File: config.mk
export PLATFORM = sky130hd
export DESIGN_NAME = clock_ctrl_flat
export DESIGN_NICKNAME = d
export VERILOG_FILES = /design/src/rtl/clock_pkg.sv /design/src/rtl/clock_ctrl_if.sv /design/src/rtl/clock_ctrl_debounce.sv /design/src/rtl/clock_ctrl.sv /design/src/flat_wrapper.sv
export SDC_FILE = /design/constraint.sdc
export NUM_CORES = 1
export LEC_CHECK = 0
export ABC_AREA = 1
export CORE_UTILIZATION = 60
export DETAILED_ROUTE_END_ITERATION = 16
export DONT_BUFFER_PORTS = 1
export MAX_ROUTING_LAYER = met4
export PLACE_DENSITY = 0.76
export SLEW_MARGIN = 10
export SYNTH_ARGS = -nofsm -noshare
export SYNTH_HDL_FRONTEND = slang
export SYNTH_SLANG_ARGS = --single-unit
File: constraint.sdc
create_clock -name clk -period 1.7 [get_ports clk]
set_input_delay 0.51 -clock clk [delete_from_list [all_inputs] [get_ports clk]]
set_output_delay 0.51 -clock clk [all_outputs]
set_load 0.005 [all_outputs]
File: src/rtl/clock_pkg.sv
// clock_pkg: shared state encoding and BCD limits for the time-of-day controller.
package clock_pkg;
    typedef enum logic [1:0] {RUN = 2'd0, PAUSE = 2'd1, SET_HR = 2'd2, SET_MIN = 2'd3} state_t;
    localparam logic [3:0] HOUR_MAX_T = 4'd2;
    localparam logic [3:0] HOUR_MAX_U = 4'd3;
    localparam logic [3:0] MIN_MAX_T = 4'd5;
    localparam logic [3:0] DIGIT_MAX = 4'd9;
    localparam logic [7:0] LOAD_SEC_ZERO = 8'h00;
endpackage

File: src/rtl/clock_ctrl_if.sv
// clock_ctrl_if: bus between the mode controller and the BCD time counter.
interface clock_ctrl_if;
    logic [3:0] cur_hour1, cur_hour2, cur_min1, cur_min2;
    logic       count_en, load;
    logic [3:0] load_hour1, load_hour2, load_min1, load_min2;
    logic [7:0] load_sec;
    modport master (
        input  cur_hour1, cur_hour2, cur_min1, cur_min2,
        output count_en, load, load_hour1, load_hour2, load_min1, load_min2, load_sec
    );
    modport slave (
        output cur_hour1, cur_hour2, cur_min1, cur_min2,
        input  count_en, load, load_hour1, load_hour2, load_min1, load_min2, load_sec
    );
endinterface

File: src/rtl/clock_ctrl_debounce.sv
// btn_debounce: synchronizes an active-low button and emits one pulse per accepted press.
module btn_debounce #(
    parameter int DEBOUNCE_CYCLES = 500000,
    parameter int DB_W = 20
) (
    input  logic clk,
    input  logic reset,
    input  logic btn,
    output logic press
);
    logic s1, s2, level, diff, done;
    logic [DB_W-1:0] cnt;
    assign diff = s2 != level;
    assign done = diff && cnt == DB_W'(DEBOUNCE_CYCLES - 1);
    always_ff @(posedge clk or negedge reset) begin
        if (!reset) begin
            s1 <= 1'b1;
            s2 <= 1'b1;
            level <= 1'b1;
            cnt <= '0;
            press <= 1'b0;
        end else begin
            s1 <= btn;
            s2 <= s1;
            cnt <= (diff && !done) ? cnt + 1'b1 : '0;
            if (done) level <= s2;
            // level still high while accepting a change means a 1->0 edge
            press <= done && level;
        end
    end
endmodule

File: src/rtl/clock_ctrl.sv
// clock_ctrl: RUN/PAUSE/SET_HR/SET_MIN controller gating the 1 Hz tick and loading edited time.
module clock_ctrl
    import clock_pkg::*;
#(
    parameter int DEBOUNCE_CYCLES = 500000,
    parameter int DB_W = 20
) (
    input  logic         clk,
    input  logic         reset,
    input  logic         tick_in,
    input  logic         mode_btn,
    input  logic         pause_btn,
    input  logic         inc_btn,
    clock_ctrl_if.master bus,
    output logic [1:0]   mode,
    output logic         blank_hr,
    output logic         blank_min
);
    state_t state, state_nx;
    logic p_mode, p_pause, p_inc, ev_mode, ev_pause, ev_inc;
    logic [3:0] h1, h2, m1, m2, h1_nx, h2_nx, m1_nx, m2_nx;
    logic blink, blink_nx, load_q, load_nx, count_q, count_nx, bhr_q, bmin_q;
    logic in_set, hr_ok, min_ok, hr_wrap, min_wrap;

    btn_debounce #(.DEBOUNCE_CYCLES(DEBOUNCE_CYCLES), .DB_W(DB_W)) u_mode (.clk(clk), .reset(reset), .btn(mode_btn), .press(p_mode));
    btn_debounce #(.DEBOUNCE_CYCLES(DEBOUNCE_CYCLES), .DB_W(DB_W)) u_pause (.clk(clk), .reset(reset), .btn(pause_btn), .press(p_pause));
    btn_debounce #(.DEBOUNCE_CYCLES(DEBOUNCE_CYCLES), .DB_W(DB_W)) u_inc (.clk(clk), .reset(reset), .btn(inc_btn), .press(p_inc));

    assign ev_mode = p_mode;
    assign ev_pause = p_pause && !p_mode;
    assign ev_inc = p_inc && !p_mode && !p_pause;
    assign in_set = state == SET_HR || state == SET_MIN;
    assign hr_ok = (bus.cur_hour1 < HOUR_MAX_T && bus.cur_hour2 <= DIGIT_MAX) ||
                   (bus.cur_hour1 == HOUR_MAX_T && bus.cur_hour2 <= HOUR_MAX_U);
    assign min_ok = bus.cur_min1 <= MIN_MAX_T && bus.cur_min2 <= DIGIT_MAX;
    assign hr_wrap = h1 == HOUR_MAX_T && h2 == HOUR_MAX_U;
    assign min_wrap = m1 == MIN_MAX_T && m2 == DIGIT_MAX;

    always_comb begin
        state_nx = state;
        {h1_nx, h2_nx, m1_nx, m2_nx} = {h1, h2, m1, m2};
        blink_nx = in_set && (blink ^ tick_in);
        load_nx = 1'b0;
        case (state)
            RUN, PAUSE: begin
                if (ev_mode) begin
                    state_nx = SET_HR;
                    h1_nx = hr_ok ? bus.cur_hour1 : 4'd0;
                    h2_nx = hr_ok ? bus.cur_hour2 : 4'd0;
                    m1_nx = min_ok ? bus.cur_min1 : 4'd0;
                    m2_nx = min_ok ? bus.cur_min2 : 4'd0;
                end else if (ev_pause) state_nx = (state == RUN) ? PAUSE : RUN;
            end
            SET_HR: begin
                if (ev_mode) begin
                    state_nx = SET_MIN;
                    blink_nx = 1'b0;
                end else if (ev_inc) begin
                    h1_nx = hr_wrap ? 4'd0 : (h2 == DIGIT_MAX ? h1 + 4'd1 : h1);
                    h2_nx = (hr_wrap || h2 == DIGIT_MAX) ? 4'd0 : h2 + 4'd1;
                end
            end
            default: begin
                if (ev_mode) begin
                    state_nx = RUN;
                    load_nx = 1'b1;
                    blink_nx = 1'b0;
                end else if (ev_inc) begin
                    m1_nx = min_wrap ? 4'd0 : (m2 == DIGIT_MAX ? m1 + 4'd1 : m1);
                    m2_nx = (min_wrap || m2 == DIGIT_MAX) ? 4'd0 : m2 + 4'd1;
                end
            end
        endcase
        // a tick landing on the load cycle would collide with the fresh load
        count_nx = tick_in && state == RUN && !load_q;
    end

    always_ff @(posedge clk or negedge reset) begin
        if (!reset) begin
            state <= RUN;
            {h1, h2, m1, m2} <= '0;
            blink <= 1'b0;
            load_q <= 1'b0;
            count_q <= 1'b0;
            bhr_q <= 1'b0;
            bmin_q <= 1'b0;
        end else begin
            state <= state_nx;
            {h1, h2, m1, m2} <= {h1_nx, h2_nx, m1_nx, m2_nx};
            blink <= blink_nx;
            load_q <= load_nx;
            count_q <= count_nx;
            bhr_q <= blink_nx && state_nx == SET_HR;
            bmin_q <= blink_nx && state_nx == SET_MIN;
        end
    end

    assign mode = state;
    assign blank_hr = bhr_q;
    assign blank_min = bmin_q;
    assign bus.count_en = count_q;
    assign bus.load = load_q;
    assign bus.load_hour1 = h1;
    assign bus.load_hour2 = h2;
    assign bus.load_min1 = m1;
    assign bus.load_min2 = m2;
    assign bus.load_sec = LOAD_SEC_ZERO;
endmodule
File: src/flat_wrapper.sv
// flat-port wrapper written by rule: the top's interface ports become plain ports
module clock_ctrl_flat import clock_pkg::*;
#(
    parameter int DEBOUNCE_CYCLES = 500000,
    parameter int DB_W = 20
)
  (clk, reset, tick_in, mode_btn, pause_btn, inc_btn, mode, blank_hr, blank_min, bus_cur_hour1, bus_cur_hour2, bus_cur_min1, bus_cur_min2, bus_count_en, bus_load, bus_load_hour1, bus_load_hour2, bus_load_min1, bus_load_min2, bus_load_sec);
  clock_ctrl_if bus_i ();
  input  logic clk;
  input  logic reset;
  input  logic tick_in;
  input  logic mode_btn;
  input  logic pause_btn;
  input  logic inc_btn;
  output logic [1:0] mode;
  output logic blank_hr;
  output logic blank_min;
  input wire logic [$bits(bus_i.cur_hour1)-1:0] bus_cur_hour1;
  input wire logic [$bits(bus_i.cur_hour2)-1:0] bus_cur_hour2;
  input wire logic [$bits(bus_i.cur_min1)-1:0] bus_cur_min1;
  input wire logic [$bits(bus_i.cur_min2)-1:0] bus_cur_min2;
  output wire logic [$bits(bus_i.count_en)-1:0] bus_count_en;
  output wire logic [$bits(bus_i.load)-1:0] bus_load;
  output wire logic [$bits(bus_i.load_hour1)-1:0] bus_load_hour1;
  output wire logic [$bits(bus_i.load_hour2)-1:0] bus_load_hour2;
  output wire logic [$bits(bus_i.load_min1)-1:0] bus_load_min1;
  output wire logic [$bits(bus_i.load_min2)-1:0] bus_load_min2;
  output wire logic [$bits(bus_i.load_sec)-1:0] bus_load_sec;
  assign bus_i.cur_hour1 = bus_cur_hour1;
  assign bus_i.cur_hour2 = bus_cur_hour2;
  assign bus_i.cur_min1 = bus_cur_min1;
  assign bus_i.cur_min2 = bus_cur_min2;
  assign bus_count_en = bus_i.count_en;
  assign bus_load = bus_i.load;
  assign bus_load_hour1 = bus_i.load_hour1;
  assign bus_load_hour2 = bus_i.load_hour2;
  assign bus_load_min1 = bus_i.load_min1;
  assign bus_load_min2 = bus_i.load_min2;
  assign bus_load_sec = bus_i.load_sec;
  clock_ctrl #(.DEBOUNCE_CYCLES(DEBOUNCE_CYCLES), .DB_W(DB_W)) u_core (.clk(clk), .reset(reset), .tick_in(tick_in), .mode_btn(mode_btn), .pause_btn(pause_btn), .inc_btn(inc_btn), .bus(bus_i), .mode(mode), .blank_hr(blank_hr), .blank_min(blank_min));
endmodule
==> key figures, run 1 <==
Timing
  – Pins Over Slew Limit: 0
  – Skew final: 0.0169 ns
  – Setup TNS: 0 ns
  – Final worst slack: 0.129 ns
  – Tcrit/Tclk final: roughly 92%
  – Setup violations, final: 0
  – Fin Hold WS: -0.174 ns
  – RSZ-0062 raised after global routing: no
  – Fmax: 636 MHz
  – Min Tclk post-route: 1.57 ns
  – Fin. Hold Viols: 87

Final layout
  – P&R area growth vs syn: 5.06%
  – Commonest non-fill, non-tap cell in the layout: nand2_1
  – Reg area: about 2400 µm²
  – Net count, final: ~750
  – Fillers: 736
  – Layout cell share with drive strength beyond 1: 7.23%
  – Multi-input logic area: 2510 µm²
  – Commonest non-fill, non-tap cells in the layout: nand2_1, nor2_1, inv_1
  – Finished Core Util: 66.6%
  – N_diodes: 0

Power
  – Logic pwr share: 2.7%
  – Pwr/cell area: 702 nW/µm²
  – Peak supply drop: 727 µV
  – Switch share: 23.0%
  – Overall Power: 3.92 mW
  – Lkg Pwr: 2.58 nW
  – Reg power frac: about three fifths
  – P_int: 3.02 mW
  – NetSw: 900 µW
  – Clk network pwr share: 38.3%

Logic synthesis
  – Seq cells post-synth: 95
  – Synth unique cells: 32
  – Post-synth EDFFs: 0
  – Mapped Cells: 706
  – Async SR Flop Fraction: 100%
  – Yosys warnings: 0
  – Sequential-to-total area share from yosys stat: 44.9%
  – Cell area after synthesis: between 5000 and 6000 µm²
  – Post-Syn Area per Cell: 7.53 µm²
  – Primary FF master, synth: dfrtp_1

Route
  – Number of DRC markers in iteration 0: approximately 170
  – Wirelength, routed: 9.68 mm
  – Drt pass-1 iters: 5
  – Vias: 4215
  – Via density: 5.12
  – Post-DRT Antenna Nets: 0
  – Routed WL per cell: 11.8 µm
  – DRC: 0

Hold path
  – Worst min-delay path category: in -> async

Outcome
  – Failing checks: hold timing
  – Status: finished, violations left

Floorplanning
  – Initial Utilization: 63.4%
  – Die H: between 90 and 100 µm
  – Core area: 8380 µm²
  – IO Pins: 52
  – Site row count: 33
  – Die footprint: 9240 µm²
  – Die width: 96.1 µm

Place
  – Gp weighted congestion: 0.896
  – Port-buffer cells: 0
  – Hpwl dp: 7.10 mm
  – Placement Setup Slack: 0.126 ns

Global route
  – Gr ovfl total: 0
  – Pin count of the biggest net entering global routing: 96
  – First-pass GRT wire length: 16.7 mm
  – Total track usage: 23.8%
  – Antenna violations before repair: 0
  – Vias in the first global route: roughly 4000

Critical path
  – Crit-path slowest cell: dfrtp_1
  – Critical path origin: u_core.u_inc.cnt[0]
  – Critical Path Most Common Cell: nor2_4
  – Nature of the critical path endpoint: register
  – Reg-to-Reg Start: u_core.u_inc.cnt[0]
  – Critical-path maximum fanout: 18
  – WP data required: 1.95 ns
  – Worst R2R Setup Slack: 0.13 ns
  – Critical path's largest stage delay: 0.41 ns
  – Crit start category: register
  – Path depth of the worst reg2reg path: 8
  – Worst setup path category: reg -> reg
  – Crit-path cells: ha_1 > nand2_2 > nor2_4 > nand3_2 > nor2_4 > nor2_4 > inv_4 > nor2_1
  – Critical path data arrival time: 1.82 ns

CTS
  – Clock Sinks: 95
  – CTS tree: yes
  – Clock Tree Root: clkbuf_8
  – Later-pin clock latency in the skew report: 0.37 ns
  – Post-CTS Setup Bufs: 0
  – H-tree depth: 3
  – Clk buf depth: 2
  – CTS clk-pin slew, worst paths: 0.10 ns
  – Total CTS buffers: 9

Run
  – MaxCap Viol Count: 0
## layer usage
metal	GRT usage, %	vias to the layer above	part of all wire [%]
li1	-	2171	-
met1	29.9	1944	47
met2	38.8	85	47
met3	3.87	15	4.1
met4	8.58	0	1.6
met5	-	-	0
## layout make-up
class	count	share of cell area (%)
clock inverters	6	1.23
clock buffers	10	2.29
repair buffers	2	0.269
flip-flops and latches	95	42.8
inverters	89	6.03
well taps	105	2.35
multi-input cells	517	45.0
## flip-flops by register name (all words and copies together), names as in the netlist, 2 cells and up
name and count:
u_core.u_inc.cnt 20, u_core.u_pause.cnt 20, u_core.u_mode.cnt 20, u_core.bus.load_hour1 4, u_core.bus.load_hour2 4, u_core.bus.load_min2 4, u_core.mode 2, u_core.bus.load_min1 4
## power by group through the flow
stage	clock network (mW)	registers, mW	logic, mW
floorplan	0	2.35	0.109
global placement	0	2.35	0.101
detailed placement	0	2.35	0.105
CTS	1.55	2.31	0.106
global route	1.63	2.31	0.123
finish	1.50	2.31	0.105
## critical path, delay by kind of cell, from the launching register on
family                   cells  cell delay, ns
adder cells (fa/ha/maj)      1            0.22
buffers and inverters        1            0.17
flip-flops                   1            0.41
AND/OR/NAND/NOR              6            0.65
## stage by stage
step	cell area (µm²)	instances
after floorplan	5340	713
after global placement	5380	808
after detailed placement	5380	808
after CTS	5580	824
after global routing	5580	824
final	5580	824
## synthesized netlist by cell type (3+ instances only)
cell type | count | area (µm²)
nand2_2 | 3 | 18.8
xor2_1 | 28 | 245
buf_4 | 9 | 67.6
nor2_1 | 157 | 589
nor2_4 | 4 | 45.0
dfrtp_1 | 86 | 2150
ha_1 | 11 | 138
inv_1 | 87 | 327
xnor2_1 | 13 | 114
nand3_2 | 3 | 30.0
dfstp_2 | 9 | 236
nor2_2 | 5 | 31.3
nand3b_1 | 3 | 22.5
nand4_1 | 14 | 87.6
o21ai_0 | 14 | 70.1
nand2_1 | 180 | 676
o22ai_1 | 3 | 18.8
a21oi_1 | 8 | 40.0
nand3_1 | 50 | 250
## cell families (layout without fill, tap and decap cells)
group                      Yosys count  in the layout  synth area share (%)
DFF                                 95             95                  44.9
xor gates and xnor gates            41             41                  6.76
AOI/OAI and AO/OA                   28             28                  3.01
buffers and inverters              101            107                  8.31
and+or+nand+nor                    429            429                  34.3
adders and majority gates           11             11                  2.59
other                                1              8                0.0706
## worst paths after layout
check,end
min reg2reg,u_core.u_pause.s2
max in group asynchronous,u_core.u_inc.s1
max reg2reg,u_core.u_inc.cnt[10]
max,u_core.u_inc.cnt[10]
min in group clk,u_core.u_mode.s1
min,u_core.bus.load_hour2[3]
## timing repair
item / 4_1_cts / 5_1_grt
setup endpoints to repair: 0 / 6
gates resized for setup: 0 / 3
endpoints found under the hold margin: 95 / 95
(Power assumes the default switching activity.)
==> inputs of run 2 (changes only) <==
CELL_PAD_IN_SITES_DETAIL_PLACEMENT = 1   (was not set)
CELL_PAD_IN_SITES_GLOBAL_PLACEMENT = 1   (was not set)
CORE_UTILIZATION = 47   (was 60)
PLACE_DENSITY = not set   (was 0.76)
PLACE_DENSITY_LB_ADDON = 0.1   (was not set)
SKIP_LAST_GASP = 1   (was not set)
==> run 2 against run 1 <==
Compared with the run above:
- register-to-register slack is essentially flat
- clock-buffer cell count grew 1
- setup slack gained 0.0094 ns
- largest cell class unchanged
- final cell count grew 5.6%
- sequential power is essentially flat
- clock power grew 55%
- critical path depth is the same
- non-clock buffer count grew 11
- the flow still finishes with violations (hold timing)
- power grew 21%
==> key figures, run 2 (same netlist as run 1, synthesis figures left out) <==
CTS
  – CTS tree: yes (unchanged)
  – Clock Tree Root: clkbuf_16 (was clkbuf_8)
  – Clk buf depth: 2 (unchanged)
  – Total CTS buffers: 9 (unchanged)
  – Later-pin clock latency in the skew report: 0.35 ns (was 0.37 ns)
  – Clock Sinks: 95 (unchanged)
  – H-tree depth: 3 (unchanged)
  – CTS clk-pin slew, worst paths: 0.07 ns (was 0.10 ns)

Floorplanning
  – Core area: 10900 µm² (was 8380 µm²)
  – Site row count: 38 (was 33)
  – Die footprint: 11700 µm² (was 9240 µm²)
  – Die width: 108 µm (was 96.1 µm)
  – IO Pins: 52 (unchanged)
  – Initial Utilization: 48.6% (was 63.4%)
  – Die H: 108 µm (was 96.1 µm)

Run
  – MaxCap Viol Count: 0 (unchanged)

Place
  – DP Cell Count: 849 (was 808)
  – Port-buffer cells: 0 (unchanged)
  – Gp weighted congestion: 0.838 (was 0.896)
  – Hpwl dp: 9.00 mm (was 7.10 mm)

Final layout
  – Commonest non-fill, non-tap cell in the layout: nand2_1 (unchanged)
  – Post-Layout Cell Count: 870 (was 824)
  – Largest regs: u_core.u_inc.cnt (20), u_core.u_mode.cnt (20), u_core.u_pause.cnt (20) (unchanged)
  – Multi-input logic area: 2520 µm² (was 2510 µm²)
  – Finished Core Util: 53.6% (was 66.6%)
  – Net count, final: 758 (was 747)
  – Layout cell share with drive strength beyond 1: 8.49% (was 7.23%)
  – N_diodes: 0 (unchanged)
  – Reg area: 2390 µm² (about the same)
  – Fillers: 1414 (was 736)
  – P&R area growth vs syn: 10.2% (was 5.06%)
  – Commonest non-fill, non-tap cells in the layout: nand2_1, nor2_1, inv_1 (unchanged)

Critical path
  – Critical-path maximum fanout: 7 (was 18)
  – Crit-path slowest cell: dfrtp_1 (unchanged)
  – Nature of the critical path endpoint: register (unchanged)
  – Crit start category: register (unchanged)
  – Crit-path cells: ha_1 > nand2_1 > nor2_1 > nand2_2 > nor2_4 > nand3_1 > nand3_1 > nor2_1 (was ha_1 > nand2_2 > nor2_4 > nand3_2 > nor2_4 > nor2_4 > inv_4 > nor2_1)
  – WP data required: 1.95 ns (about the same)
  – Critical path data arrival time: 1.81 ns (was 1.82 ns)
  – Critical path's largest stage delay: 0.37 ns (was 0.41 ns)
  – Worst setup path category: reg -> reg (unchanged)
  – Crit path max-delay family: simple AND/OR/NAND/NOR gates (unchanged)
  – CP bufs+invs: 0 (was 1)

Global route
  – Gr ovfl total: 0 (unchanged)
  – Pin count of the biggest net entering global routing: 96 (unchanged)
  – Antenna violations before repair: 0 (unchanged)
  – First-pass GRT wire length: 21.1 mm (was 16.7 mm)
  – Total track usage: 23.5% (was 23.8%)
  – Vias in the first global route: 4695 (was 3969)

Timing
  – Skew final: 0.00861 ns (was 0.0169 ns)
  – Fin. Hold Viols: 86 (was 87)
  – Fin Hold WS: -0.148 ns (was -0.174 ns)
  – Fmax: 640 MHz (was 636 MHz)
  – Pins Over Slew Limit: 0 (unchanged)
  – Tcrit/Tclk final: 91.9% (was 92.4%)
  – RSZ-0062 raised after global routing: yes (was no)
  – Min Tclk post-route: 1.56 ns (was 1.57 ns)
  – Setup violations, final: 0 (unchanged)

Power
  – Overall Power: 4.74 mW (was 3.92 mW)
  – Lkg Pwr: 2.70 nW (was 2.58 nW)
  – Peak supply drop: 617 µV (was 727 µV)
  – Pwr/cell area: 810 nW/µm² (was 702 nW/µm²)

Route
  – Vias: 4421 (was 4215)
  – Drt pass-1 iters: 4 (was 5)
  – Routed WL per cell: 13.9 µm (was 11.8 µm)
  – Wirelength, routed: 12.1 mm (was 9.68 mm)
  – Via density: 5.08 (was 5.12)
  – Number of DRC markers in iteration 0: 155 (was 168)
  – Post-DRT Antenna Nets: 0 (unchanged)
  – DRC: 0 (unchanged)

Outcome
  – Failing checks: hold timing (unchanged)
  – Status: finished, violations left (unchanged)

Hold path
  – Worst min-delay path category: in -> async (unchanged)
-- run 2: changes by cell type in the layout (fill, tap and decap cells not counted), sizes merged --
cell	previous run	this run
clkinv	3	1
buf	2	13
bufinv	1	3
inv	90	89
clkbuf	10	11
-- run 2: final timing paths --
path                                      startpoint                       end  slack [ns]  cells past startpoint
worst min register to register     u_core.u_pause.s1         u_core.u_pause.s2        0.36                      0
worst max-delay path            u_core.u_mode.cnt[0]     u_core.u_mode.cnt[18]        0.14                      8
worst min-delay path                           reset  u_core.bus.load_hour1[1]       -0.15                      0
min in group clk                           pause_btn         u_core.u_pause.s1        0.15                      0
max in group asynchronous                      reset           u_core.u_inc.s2        1.63                      0
worst max register to register  u_core.u_mode.cnt[0]     u_core.u_mode.cnt[18]        0.14                      8
-- run 2: cell type report --
| cell class | count | share of cell area [%] |
|---|---|---|
| multi-input combinational | 517 | 43.0 |
| sequential | 95 | 40.8 |
| inverter | 89 | 5.75 |
| clock buffer | 11 | 3.97 |
| tap | 140 | 2.99 |
| clock inverter | 5 | 1.82 |
| timing repair buffer | 13 | 1.67 |
-- run 2: per-stage QoR --
step / setup slack, ns / hold WS, ns / instance area, µm² / TNS [ns]
after floorplan: 0.279 / 0.214 / 5340 / 0
after global placement: 0.123 / 0.217 / 5470 / 0
after detailed placement: 0.0727 / 0.218 / 5470 / 0
after CTS: 0.0371 / -0.162 / 5810 / 0
after global routing: -0.00378 / -0.159 / 5860 / -0.00452
final: 0.138 / -0.148 / 5860 / 0
-- run 2: report_power, final --
part / total [mW] / internal, mW / leakage, nW / switching [mW]
combinational: 0.107 / 0.0377 / 1.32 / 0.0694
clock: 2.32 / 1.44 / 0.160 / 0.882
sequential: 2.31 / 2.29 / 1.22 / 0.0196
-- run 2: routing by layer --
layer / up-vias / share of wire (%) / global-route usage, %
met1: 2161 / 45 / 27.8
met2: 49 / 50 / 40.2
met3: 15 / 2.9 / 4.22
met4: 0 / 1.7 / 8.49
li1: 2196 / - / -
met5: - / 0 / -
-- run 2: what timing repair did --
item,in CTS,in global routing
endpoints found under the hold margin,86,86
setup buffers,0,5
setup endpoints to repair,0,11
resized for setup,0,4
==> inputs of run 3 (changes only) <==
CORE_UTILIZATION = 42   (was 47)
clock period = 1.3 ns   (was 1.7 ns; I/O delays follow)
==> run 3 against run 2 <==
Compared with the run above:
- the run ends with hold timing, setup timing left
- flip-flop and latch count did not move
- non-clock buffer count increased by 141
- maximum frequency is 2.6% lower
- clock-buffer cell count shrank 2
- sequential power rose by 32%
- combinational power increased to 3.4 times the previous value
- final area up 42%
- global-route usage is 6.0 points higher
- worst hold slack got worse by 0.14 ns
- via count is 32% higher
- largest cell class unchanged
==> key figures, run 3 (same netlist as run 1, synthesis figures left out) <==
Critical path
  – Critical path data arrival time: 1.87 ns (was 1.81 ns)
  – WP data required: 1.57 ns (was 1.95 ns)
  – Critical-path maximum fanout: 3 (was 7)
  – Critical path origin: u_core.u_pause.cnt[10] (was u_core.u_mode.cnt[0])
  – Worst setup path category: reg -> reg (unchanged)
  – Reg-to-Reg Start: u_core.u_pause.cnt[10] (was u_core.u_mode.cnt[0])
  – Crit start category: register (unchanged)
  – Nature of the critical path endpoint: register (unchanged)

Power
  – Reg power frac: 46.6% (was 48.7%)
  – Logic pwr share: 5.7% (was 2.3%)
  – Pwr/cell area: 785 nW/µm² (was 810 nW/µm²)
  – P_int: 4.84 mW (was 3.77 mW)
  – Clk network pwr share: 47.8% (was 49.0%)
  – Overall Power: 6.52 mW (was 4.74 mW)
  – NetSw: 1.68 mW (was 971 µW)
  – Lkg Pwr: 3.72 nW (was 2.70 nW)
  – Switch share: 25.7% (was 20.5%)
  – Peak supply drop: 766 µV (was 617 µV)

Route
  – Drt pass-1 iters: 7 (was 4)
  – Top Layer Used: met4 (unchanged)
  – Wirelength, routed: 24.5 mm (was 12.1 mm)
  – Number of DRC markers in iteration 0: 313 (was 155)
  – Detail Route met3 WL: 1.27 mm (was 354 µm)
  – Vias: 5825 (was 4421)
  – DR WL met2: 12.7 mm (was 6.08 mm)
  – Post-DRT Antenna Nets: 0 (unchanged)
  – M1 WL: 9.30 mm (was 5.49 mm)
  – Via density: 5.57 (was 5.08)
  – Routed WL per cell: 23.5 µm (was 13.9 µm)
  – DRC: 0 (unchanged)

CTS
  – Clk buf depth: 2 (unchanged)
  – CTS tree: yes (unchanged)
  – H-tree depth: 3 (unchanged)
  – Total CTS buffers: 9 (unchanged)
  – Later-pin clock latency in the skew report: 0.37 ns (was 0.35 ns)
  – Clock Sinks: 95 (unchanged)
  – Clock Tree Root: clkbuf_16 (unchanged)
  – CTS clk-pin slew, worst paths: 0.08 ns (was 0.07 ns)

Timing
  – Tcrit/Tclk final: 123% (was 91.9%)
  – Skew final: 0.0136 ns (was 0.00861 ns)
  – Fmax: 623 MHz (was 640 MHz)
  – RSZ-0062 raised after global routing: yes (unchanged)
  – Setup TNS: -16.59 ns (was 0 ns)
  – Min Tclk post-route: 1.60 ns (was 1.56 ns)
  – Final worst slack: -0.304 ns (was 0.138 ns)
  – Fin. Hold Viols: 95 (was 86)
  – Setup violations, final: 100 (was 0)
  – Pins Over Slew Limit: 0 (unchanged)
  – Fin Hold WS: -0.292 ns (was -0.148 ns)

Floorplanning
  – IO Pins: 52 (unchanged)
  – Core area: 12200 µm² (was 10900 µm²)
  – Die footprint: 13100 µm² (was 11700 µm²)
  – Die H: 114 µm (was 108 µm)
  – Die width: 114 µm (was 108 µm)
  – Initial Utilization: 43.7% (was 48.6%)
  – Site row count: 40 (was 38)

Final layout
  – Post-Layout Cell Count: 1046 (was 870)
  – Net count, final: 906 (was 758)
  – Largest regs: u_core.u_inc.cnt (20), u_core.u_mode.cnt (20), u_core.u_pause.cnt (20) (unchanged)
  – N_diodes: 0 (unchanged)
  – Reg area: 2400 µm² (was 2390 µm²)
  – Fillers: 1394 (was 1414)
  – Final instance area: 8300 µm² (was 5860 µm²)
  – P&R area growth vs syn: 56.2% (was 10.2%)
  – Finished Core Util: 68.2% (was 53.6%)
  – Commonest non-fill, non-tap cells in the layout: nand2_1, buf_4, dfrtp_1 (was nand2_1, nor2_1, inv_1)
  – Commonest non-fill, non-tap cell in the layout: nand2_1 (unchanged)
  – Layout cell share with drive strength beyond 1: 46.1% (was 8.49%)
  – Multi-input logic area: 3640 µm² (was 2520 µm²)

Global route
  – Antenna violations before repair: 0 (unchanged)
  – First-pass GRT wire length: 28.7 mm (was 21.1 mm)
  – Total track usage: 29.5% (was 23.5%)
  – Vias in the first global route: 5891 (was 4695)
  – Pin count of the biggest net entering global routing: 96 (unchanged)
  – Gr ovfl total: 0 (unchanged)

Place
  – Port-buffer cells: 0 (unchanged)
  – Hpwl dp: 10.7 mm (was 9.00 mm)
  – Gp weighted congestion: 0.827 (was 0.838)
  – DP Cell Count: 989 (was 849)
  – Placement Cell Area: 6370 µm² (was 5470 µm²)
  – Placement Setup Slack: -0.163 ns (was 0.0727 ns)

Outcome
  – Status: finished, violations left (unchanged)
  – Failing checks: hold timing, setup timing (was hold timing)

Run
  – MaxCap Viol Count: 0 (unchanged)

Hold path
  – Worst min-delay path category: in -> async (unchanged)
==> run 3: path summary, 6_finish.rpt <==
path                                               end  slack (ns)  cells past startpoint
min in group clk                       u_core.u_inc.s1        0.01                      0
max in group asynchronous             u_core.u_mode.s1        1.37                      0
worst min-delay path            u_core.u_pause.cnt[14]       -0.29                      0
worst max-delay path            u_core.u_pause.cnt[18]       -0.30                      8
worst min register to register       u_core.u_pause.s2        0.36                      0
worst max register to register  u_core.u_pause.cnt[18]       -0.30                      8
==> run 3: power by group through the flow <==
stage | combinational (mW) | clock [mW] | sequential [mW]
after floorplan | 0.143 | 0 | 3.07
after global placement | 0.175 | 0 | 3.07
after detailed placement | 0.185 | 0 | 3.08
after CTS | 0.243 | 3.01 | 3.03
after global routing | 0.394 | 3.21 | 3.04
final | 0.369 | 3.11 | 3.04
==> run 3: layout make-up <==
class                      count  area share, %
clock inverter                 7           1.15
clock buffer                   9           2.71
timing repair buffer         154           16.1
tap                          168           2.53
multi-input combinational    521           43.8
inverter                      89           4.21
sequential                    95           28.9
timing repair inverter         3          0.588
==> run 3: what timing repair did <==
item                                    4_1_cts  5_1_grt
endpoints found under the setup margin       93      100
gates resized for setup                     108      229
setup buffers                                17       19
gates cloned                                  5        2
pin swaps                                    35       77
endpoints found under the hold margin        95       95
==> run 3: worst max-delay path, cell delays in order, from the launching register on <==
cell     delay (ns)
dfrtp_1        0.40
buf_4          0.18
nand2_1        0.10
nor2_1         0.16
inv_1          0.09
nor2_1         0.28
nand3_2        0.16
nand3_2        0.08
nor2_1         0.05
==> run 3: layer usage <==
metal  GRT usage, %  up-vias
met1           31.9     2954
met2           53.8      257
met4           11.9        0
met3           4.71      110
met5              -        -
li1               -     2504
